===== src/rtl/multi_adder_with_flow_control.sv =====
// N-channel flow-controlled adder: each valid/ready input stream is buffered in its own FIFO,
// and one registered sum is emitted per complete set of operands.
module multi_adder_with_flow_control #(
   parameter int unsigned width    = 4,
   parameter int unsigned n_inputs = 3,
   parameter int unsigned depth    = 2
) (
   input  logic                                clk,
   input  logic                                rst,
   input  logic [n_inputs-1:0]                 in_vld,
   output logic [n_inputs-1:0]                 in_rdy,
   input  logic [n_inputs*width-1:0]           in_data,
   output logic                                sum_vld,
   input  logic                                sum_rdy,
   output logic [width+$clog2(n_inputs)-1:0]   sum_data
);

   localparam int unsigned SW = width + $clog2(n_inputs);
   localparam int unsigned PW = (depth > 1) ? $clog2(depth) : 1;
   localparam int unsigned CW = $clog2(depth + 1);

   logic [n_inputs-1:0] full;
   logic [n_inputs-1:0] empty;
   logic [width-1:0]    head [n_inputs];
   logic                fire;

   logic [SW-1:0]       sum_q, sum_d;
   logic                vld_q, vld_d;
   logic [SW-1:0]       sum_c;

   // Ready depends only on FIFO occupancy and reset, never on in_vld or sum_rdy.
   assign in_rdy = ~full & {n_inputs{~rst}};
   assign fire   = (&(~empty)) & (~vld_q | sum_rdy);

   for (genvar g = 0; g < n_inputs; g++) begin : g_fifo
      logic [width-1:0] mem_q [depth];
      logic [PW-1:0]    wr_q, wr_d;
      logic [PW-1:0]    rd_q, rd_d;
      logic [CW-1:0]    cnt_q, cnt_d;
      logic             push;

      assign push     = in_vld[g] & in_rdy[g];
      assign full[g]  = (cnt_q == CW'(depth));
      assign empty[g] = (cnt_q == '0);
      assign head[g]  = mem_q[rd_q];

      // Pointers wrap explicitly so non-power-of-2 depths work.
      always_comb begin
         wr_d  = wr_q;
         rd_d  = rd_q;
         cnt_d = cnt_q;
         if (push) begin
            wr_d = (wr_q == PW'(depth - 1)) ? '0 : wr_q + PW'(1);
         end
         if (fire) begin
            rd_d = (rd_q == PW'(depth - 1)) ? '0 : rd_q + PW'(1);
         end
         if (push && !fire) begin
            cnt_d = cnt_q + CW'(1);
         end else if (fire && !push) begin
            cnt_d = cnt_q - CW'(1);
         end
      end

      always_ff @(posedge clk) begin
         if (rst) begin
            wr_q  <= '0;
            rd_q  <= '0;
            cnt_q <= '0;
         end else begin
            wr_q  <= wr_d;
            rd_q  <= rd_d;
            cnt_q <= cnt_d;
         end
      end

      always_ff @(posedge clk) begin
         if (push) begin
            mem_q[wr_q] <= in_data[g*width +: width];
         end
      end
   end

   always_comb begin
      sum_c = '0;
      for (int unsigned i = 0; i < n_inputs; i++) begin
         sum_c = sum_c + SW'(head[i]);
      end
   end

   always_comb begin
      sum_d = sum_q;
      vld_d = vld_q;
      if (fire) begin
         sum_d = sum_c;
         vld_d = 1'b1;
      end else if (vld_q && sum_rdy) begin
         vld_d = 1'b0;
      end
   end

   always_ff @(posedge clk) begin
      if (rst) begin
         sum_q <= '0;
         vld_q <= 1'b0;
      end else begin
         sum_q <= sum_d;
         vld_q <= vld_d;
      end
   end

   assign sum_vld  = vld_q;
   assign sum_data = sum_q;

endmodule


===== config.mk =====
export PLATFORM = sky130hd
export DESIGN_NAME = multi_adder_with_flow_control
export DESIGN_NICKNAME = d
export VERILOG_FILES = /design/src/rtl/multi_adder_with_flow_control.sv
export SDC_FILE = /design/constraint.sdc
export NUM_CORES = 1
export LEC_CHECK = 0
export CAP_MARGIN = 15
export CORE_MARGIN = 2
export CORE_UTILIZATION = 55
export DETAILED_ROUTE_END_ITERATION = 8
export DONT_BUFFER_PORTS = 1
export PLACE_DENSITY_LB_ADDON = 0.08
export SYNTH_ARGS = -nofsm -noshare
export SYNTH_HDL_FRONTEND = slang
export SYNTH_SLANG_ARGS = --single-unit

===== constraint.sdc =====
create_clock -name clk -period 2.4 [get_ports clk]
set_input_delay 0 -clock clk [delete_from_list [all_inputs] [get_ports clk]]
set_output_delay 0 -clock clk [all_outputs]
set_load 0.03 [all_outputs]

======== Yosys cells after proc, flatten, opt, wreduce, memory -nomap -nowiden ========
Memories as Yosys holds them, arrays and structs flattened. A register that Yosys moved wholly into a read port is not among the register bits.
Index checks and enable logic that the tools add are counted.
word-level totals
  bits in registers ....................... 19
  RAM bits ................................ 24
  bits of input ports ..................... 18
  output and inout bits ................... 10
  logic and storage cells ................. 86
  memories ................................ 3
operators by class
  $add $sub $neg .......................... 14
  equal/unequal tests ..................... 3
  muxes and demuxes ....................... 26
  bitwise logic cells ..................... 10
  reduce and logical (&&, ||, !) cells .... 19
memory list
  name             depth  bits a word  read ports  clocked after memory_dff  wr ports  RTL line  source
  g_fifo[0].mem_q  2      4            1           1                         1         36        logic [width-1:0] mem_q [depth];
  g_fifo[1].mem_q  2      4            1           1                         1         36
  g_fifo[2].mem_q  2      4            1           1                         1         36
operators by type and width
  operator                                                             number
  1-bit 2-to-1 mux                                                     20
  2-bit 2-to-1 mux                                                     6
  2-bit nonzero test                                                   4
  1-bit logical AND                                                    7
  1-bit adder (second input constant)                                  6
  2-bit by 1-bit adder with 2-bit output (second input constant)       3
  5-bit by 4-bit adder with 6-bit output                               1
  2-bit == test (second input constant)                                3
  2-bit logical NOT                                                    3
  3-bit NOT                                                            2
  2-bit by 1-bit subtractor with 2-bit output (second input constant)  3
  4-bit by 4-bit adder with 5-bit output                               1
  1-bit AND                                                            4
  1-bit logical NOT                                                    4
  3-bit AND                                                            1
  3-bit AND reduction                                                  1
  1-bit NOT                                                            2
  1-bit bitwise OR                                                     1

======== Logic depth before layout (Yosys ltp) ========
Gate-level depths: netlist of run 1.
  word-level depth ........................ 8
  gate-level depth with buffers ........... 9
  gate-level depth less buffers ........... 9

======== Least setup slack after synthesis of run 1 ========
No wires, ideal clock.
  path kind ............................... register -> register
  start point ............................. register (tool-made name)
  end point ............................... register sum_q[3] (netlist: sum_data[3])
  library setup time ...................... 128 ps
  arrival time ............................ 2142 ps
  data required time ...................... 2272 ps
  slack ................................... 131 ps
  stages on the path, launching flop included .. 9
  buffers on the path ..................... 0
  period minus slack after synthesis ...... 2269 ps
  cell sequence ........................... dfxtp_1 mux2_2 fa_1 ha_1 inv_1 fa_1 xnor2_1 mux2i_1 nor2_1
RTL lines
  what                    RTL line  source
  end signal: assignment  107       sum_q <= sum_d;
  end: declaration        27        logic [SW-1:0] sum_q, sum_d;

==> flow_summary.ini, run 1 <==
[die]
dieArea_sq_um = 4140
dieWidth_um = 64.3
initial_core_util_pct = 58.6
core_sq_um = 3420
die_h_um = 64.3
placementRows = 21
ios = 28

[logic_synthesis]
syn_inst = 154
syn_area_per_cell_sq_um = 13.0
synth-seq-area-share_pct = 58.0
synth_cell_types = 26
synth_area_sq_um = 2000
synth_fp_nets = 183
synth-seq-cells = 46
ys_warn_count = 0

[critical_path]
worst_r2r_endpoint = sum_data[4]
startpoint_type = register
critPathCapture = sum_data[4]
critPathKind = register to register
r2r_slack_ns = 0.03
crit_arrival_ns = 2.57
crit_required_ns = 2.60
worstPathMaxFanout = 3
r2r_cells = 7
crit_path_end_kind = register

[clock_network]
cts.clk_slew.worst_paths_ns = 0.13
cts_root_buf = clkbuf_4
clkSinkCount = 46
h-tree-depth = 2
cts_tree = done
clk_latency_ns = 0.35
numCtsBuffers = 5
clockBufferDepth = 2

[min_path]
min_path_type = input port to output pin

[global_routing]
grt_usage_pct = 18.0
grt_pass1_vias = 1274
antenna_found_initial = 0
grt_pass1_wl_um = 5600
grt_overflow = 0
grt_max_degree = 27

[outcome]
status = finished clean

[detailed_routing]
wl_per_cell_um = 14.7
vias = 1165
dr.pass1.iters = 4
wl_um = 3310
detail_route.iter0.violations = 61
ant_nets = 0
drcViolationCount = 0
viasPerCell = 5.18

[layout]
area_delta_synth_final_pct = 15.3
layout_commonest_cell = edfxtp_1
diodes = 0
fin_cells = 225
drive_gt1_share_pct = 17.9
fillerInstances = 260
fin_nets = 207
fin_util_pct = 67.6
final_cell_mix = edfxtp_1, nor2_1, dfxtp_1

[sta]
rsz0062_at_grt = true
hold_viol = 0
worst_pin_slew_ns = 0.981
setup_viol = 0
slew_viol_final = 0
fin_crit_ns = 2.37
fin_setup_tns_ns = 0
fmax_mhz = 422
slew_headroom_pct = 34.4
fin_skew_ns = 0.00993
post-route-period-util_pct = 98.7

[pwr]
leakage_nw = 0.828
p_total_w = 0.00158
peakVddDrop_mv = 0.397
power_density_nw_per_um2 = 685

[place]
place_hpwl_um = 2290
io_buffers = 0
routabilityCongestion = 0.718
placed_cells = 199

[job]
max_cap_violations = 0
[kinds of logic after synthesis]
group | synth area share, %
multiplexers | 7.56
adder cells (fa/ha/maj) | 8.75
AND/OR/NAND/NOR | 8.87
flip-flops | 58.0
XOR/XNOR | 6.13
buffers and inverters | 3.19
AO/OA/AOI/OAI | 7.50
[per-stage QoR]
step | hold WS [ns] | worst slack, ns | area (sq um)
2_1_floorplan | 0.0989 | 0.131 | 2000
3_3_place_gp | 0.0694 | 0.0771 | 2060
3_5_place_dp | 0.0712 | -0.00748 | 2060
4_1_cts | 0.114 | 0.0154 | 2290
5_1_grt | 0.115 | -0.0985 | 2310
6_report | 0.113 | 0.0316 | 2310
[registers in the layout (all words and copies together), names as in the netlist, named ones only]
signal / cells
g_fifo.cnt_q: 6
sum_vld: 1
g_fifo.mem_q: 24
g_fifo.rd_q: 3
g_fifo.wr_q: 3
sum_data: 6
[layout make-up]
cell class                      count  area (sq um)  share of cell area, %
Timing Repair Buffer               21           200                   8.67
Tap cell                           46          57.6                   2.49
Sequential cell                    46          1170                   50.7
Inverter                           11          41.3                   1.79
Multi-Input combinational cell     93           790                   34.2
Clock inverter                      2          8.76                  0.379
Clock buffer                        6          41.3                   1.79
[synth_stat cells, drive strengths merged]
library cell,n,area [sq um]
a211oi,5,62.6
a21o,1,7.51
a21oi,8,40.0
and2,3,18.8
buf,1,11.3
clkbuf,3,11.3
dfxtp,22,440
edfxtp,24,721
fa,5,100
ha,6,75.1
inv,11,41.3
mux2,9,101
mux2i,5,50.1
nand2,1,3.75
nand3b,1,7.51
nor2,19,71.3
nor2b,5,31.3
nor3,1,5.00
nor4,1,21.3
o211ai,1,7.51
o21ai,3,15.0
o21ba,1,10.0
o31ai,1,7.51
or3,3,18.8
xnor2,7,61.3
xor2,7,61.3
[power by group]
part / switching (W) / internal, W / total [W]
clock network: 0.000228 / 0.000109 / 0.000337
logic: 0.000170 / 0.000151 / 0.000322
registers: 0.0000449 / 0.000879 / 0.000923
[metal layers]
metal,GRT usage [%],share of wire [%]
met5,0,0
met4,5.59,0.70
met3,5.28,4.5
met2,31.8,50
met1,21.1,44
[what timing repair did]
item	4_1_cts	5_1_grt
pin swaps	0	5
hold buffers	17	0
buffers inserted	0	1
setup endpoints to repair	2	3
hold endpoints to repair	46	0
gates resized for setup	4	6
[critical path, cell delays in order, from the launching register on]
cell,delay (ns)
dfxtp_4,0.39
mux2_2,0.36
fa_1,0.52
ha_1,0.31
a21o_1,0.19
a21oi_1,0.17
xor2_1,0.20
o31ai_1,0.09
[how the worst min path moves through the flow]
| stage | from | endpoint | slack [ns] | depth (start not counted) |
|---|---|---|---|---|
| floorplan | in_data[0] | g_fifo[0].mem_q[0][0] | 0.1 | 0 |
| global placement | rst | sum_data[0] | 0.07 | 1 |
| detailed placement | rst | sum_data[0] | 0.07 | 1 |
| CTS | rst | in_rdy[1] | 0.11 | 1 |
| global route | rst | in_rdy[1] | 0.12 | 1 |
| finish | rst | in_rdy[1] | 0.11 | 1 |
No activity file was read; power rests on OpenSTA's default activity.
==> run 2: changes to the inputs <==
--- a/config.mk
+++ b/config.mk
@@ -6,8 +6,10 @@
 export NUM_CORES = 1
 export LEC_CHECK = 0
 export CAP_MARGIN = 15
+export CELL_PAD_IN_SITES_DETAIL_PLACEMENT = 1
+export CELL_PAD_IN_SITES_GLOBAL_PLACEMENT = 1
 export CORE_MARGIN = 2
-export CORE_UTILIZATION = 55
+export CORE_UTILIZATION = 50
 export DETAILED_ROUTE_END_ITERATION = 8
 export DONT_BUFFER_PORTS = 1
 export PLACE_DENSITY_LB_ADDON = 0.08
==> constraint.sdc (replaced) <==
create_clock -name clk -period 2.7 [get_ports clk]
set_input_delay 0 -clock clk [delete_from_list [all_inputs] [get_ports clk]]
set_output_delay 0 -clock clk [all_outputs]
set_load 0.03 [all_outputs]
==> run 2 against run 1 <==
Net effect: sequential power is 11% lower; routed wire length is 18% higher; fmax is 4.3% lower; global-route usage is 2.1 points higher; critical path depth is 1 higher.
==> flow_summary.ini, run 2 (synthesis gave the netlist of run 1 again) <==
[clock_network]
clk_latency_ns = 0.30
post-cts-setup-buffers = 0
clockBufferDepth = 2
cts.clk_slew.worst_paths_ns = 0.08
cts_tree = done
clkSinkCount = 46
h-tree-depth = 2
numCtsBuffers = 5
cts_root_buf = clkbuf_8

[layout]
top_register = g_fifo.mem_q
final_cell_mix = edfxtp_1, dfxtp_1, nor2_1
fin_nets = 201
drive_gt1_share_pct = 13.9
layout_commonest_cell = edfxtp_1
fin_util_pct = 61.4
largest_register_ffs = 24
area_delta_synth_final_pct = 14.7
diodes = 0
multiInputGateArea_sq_um = 777
fillerInstances = 389
register_area_sq_um = 1160

[global_routing]
grt_usage_pct = 20.1
grt_pass1_wl_um = 6290
grt_pass1_vias = 1288
antenna_found_initial = 0
grt_overflow = 0
grt_max_degree = 27

[pwr]
power_density_nw_per_um2 = 696
peakVddDrop_mv = 0.409
leakage_nw = 0.819

[sta]
post-route-period-util_pct = 91.6
fin_crit_ns = 2.47
fin_setup_tns_ns = 0
hold_viol = 0
fin_skew_ns = 0.0113
slew_viol_final = 0
hold_ws_ns = 0.0166
rsz0062_at_grt = false
setup_viol = 0
worst_pin_slew_ns = 1.04
slew_headroom_pct = 30.7
fmax_mhz = 404

[detailed_routing]
highest_layer = met4
wirelength_met1_um = 1600
vias = 1152
ant_nets = 0
dr.pass1.iters = 4
viasPerCell = 5.21
wl_um = 3890
detail_route.iter0.violations = 49
wl_per_cell_um = 17.6
dr_wl_met3_um = 150
dr_wl_met2_um = 2090
drcViolationCount = 0

[min_path]
hp-start = in_vld[2]
min_path_type = input port to register

[critical_path]
critPathCapture = sum_data[5]
critPathMaxStageDelay_ns = 0.54
cp_slowest_cell = fa_1
startpoint_type = register
worstPathMaxFanout = 4
r2r_cells = 8
crit_top_cell = fa_1
crit_chain = mux2_2 -> fa_1 -> ha_1 -> inv_1 -> fa_1 -> nor2b_1 -> o211ai_1 -> a21oi_1
crit_arrival_ns = 2.70
worst_r2r_endpoint = sum_data[5]
crit_path_end_kind = register
critPathKind = register to register
r2r_slack_ns = 0.23
crit_required_ns = 2.92

[outcome]
status = finished clean

[job]
max_cap_violations = 0

[place]
routabilityCongestion = 0.718
io_buffers = 0
place_hpwl_um = 2680

[die]
dieArea_sq_um = 4530
dieWidth_um = 67.3
initial_core_util_pct = 53.5
ios = 28
placementRows = 22
core_sq_um = 3740
die_h_um = 67.3
==> run 2: critical path, delay by kind of cell (launching register included) <==
kind,cells,cell delay [ns]
adder cells (fa/ha/maj),3,1.10
flip-flops,1,0.43
multiplexers,1,0.38
AO/OA/AOI/OAI,2,0.27
AND/OR/NAND/NOR,1,0.16
buffers and inverters,1,0.06
==> run 2: report_power, final <==
| part | internal (W) | switching (W) |
|---|---|---|
| sequential | 0.000781 | 0.0000418 |
| clock | 0.000276 | 0.000226 |
| combinational | 0.000121 | 0.000151 |
==> run 2: how the worst min path moves through the flow <==
stage | endpoint | cells after the start
floorplan | g_fifo[0].mem_q[0][0] | 0
finish | g_fifo[2].wr_q | 4
CTS | g_fifo[2].wr_q | 4
global route | g_fifo[2].wr_q | 4
global placement | sum_data[0] | 1
detailed placement | sum_data[0] | 1
==> run 2: per-layer routing <==
metal  global-route usage [%]  up-vias
met5                        0        -
met4                     6.38        0
met3                     5.83        6
met2                     35.4       22
met1                     23.4      560
li1                         -      564
==> run 2: timing repair <==
action                                  in CTS  in global routing
gates resized for setup                      0                  0
endpoints found under the setup margin       0                  0
hold buffers                                14                  0
endpoints found under the hold margin       46                  0
==> run 2: area by class of cell <==
cell class | instances | area share [%]
inverters | 11 | 1.80
clock buffers | 6 | 3.16
flip-flops and latches | 46 | 50.5
repair buffers | 15 | 6.43
clock inverters | 2 | 1.63
multi-input cells | 93 | 33.8
well taps | 48 | 2.61
==> run 2: through the flow <==
step / power, W / instance area [sq um] / cells / setup slack (ns)
6_report: 0.00160 / 2300 / 221 / 0.226
3_5_place_dp: 0.00109 / 2050 / 199 / 0.235
4_1_cts: 0.00161 / 2300 / 221 / 0.195
2_1_floorplan: 0.00104 / 2000 / 154 / 0.431
3_3_place_gp: 0.00107 / 2050 / 199 / 0.327
5_1_grt: 0.00168 / 2300 / 221 / 0.0707
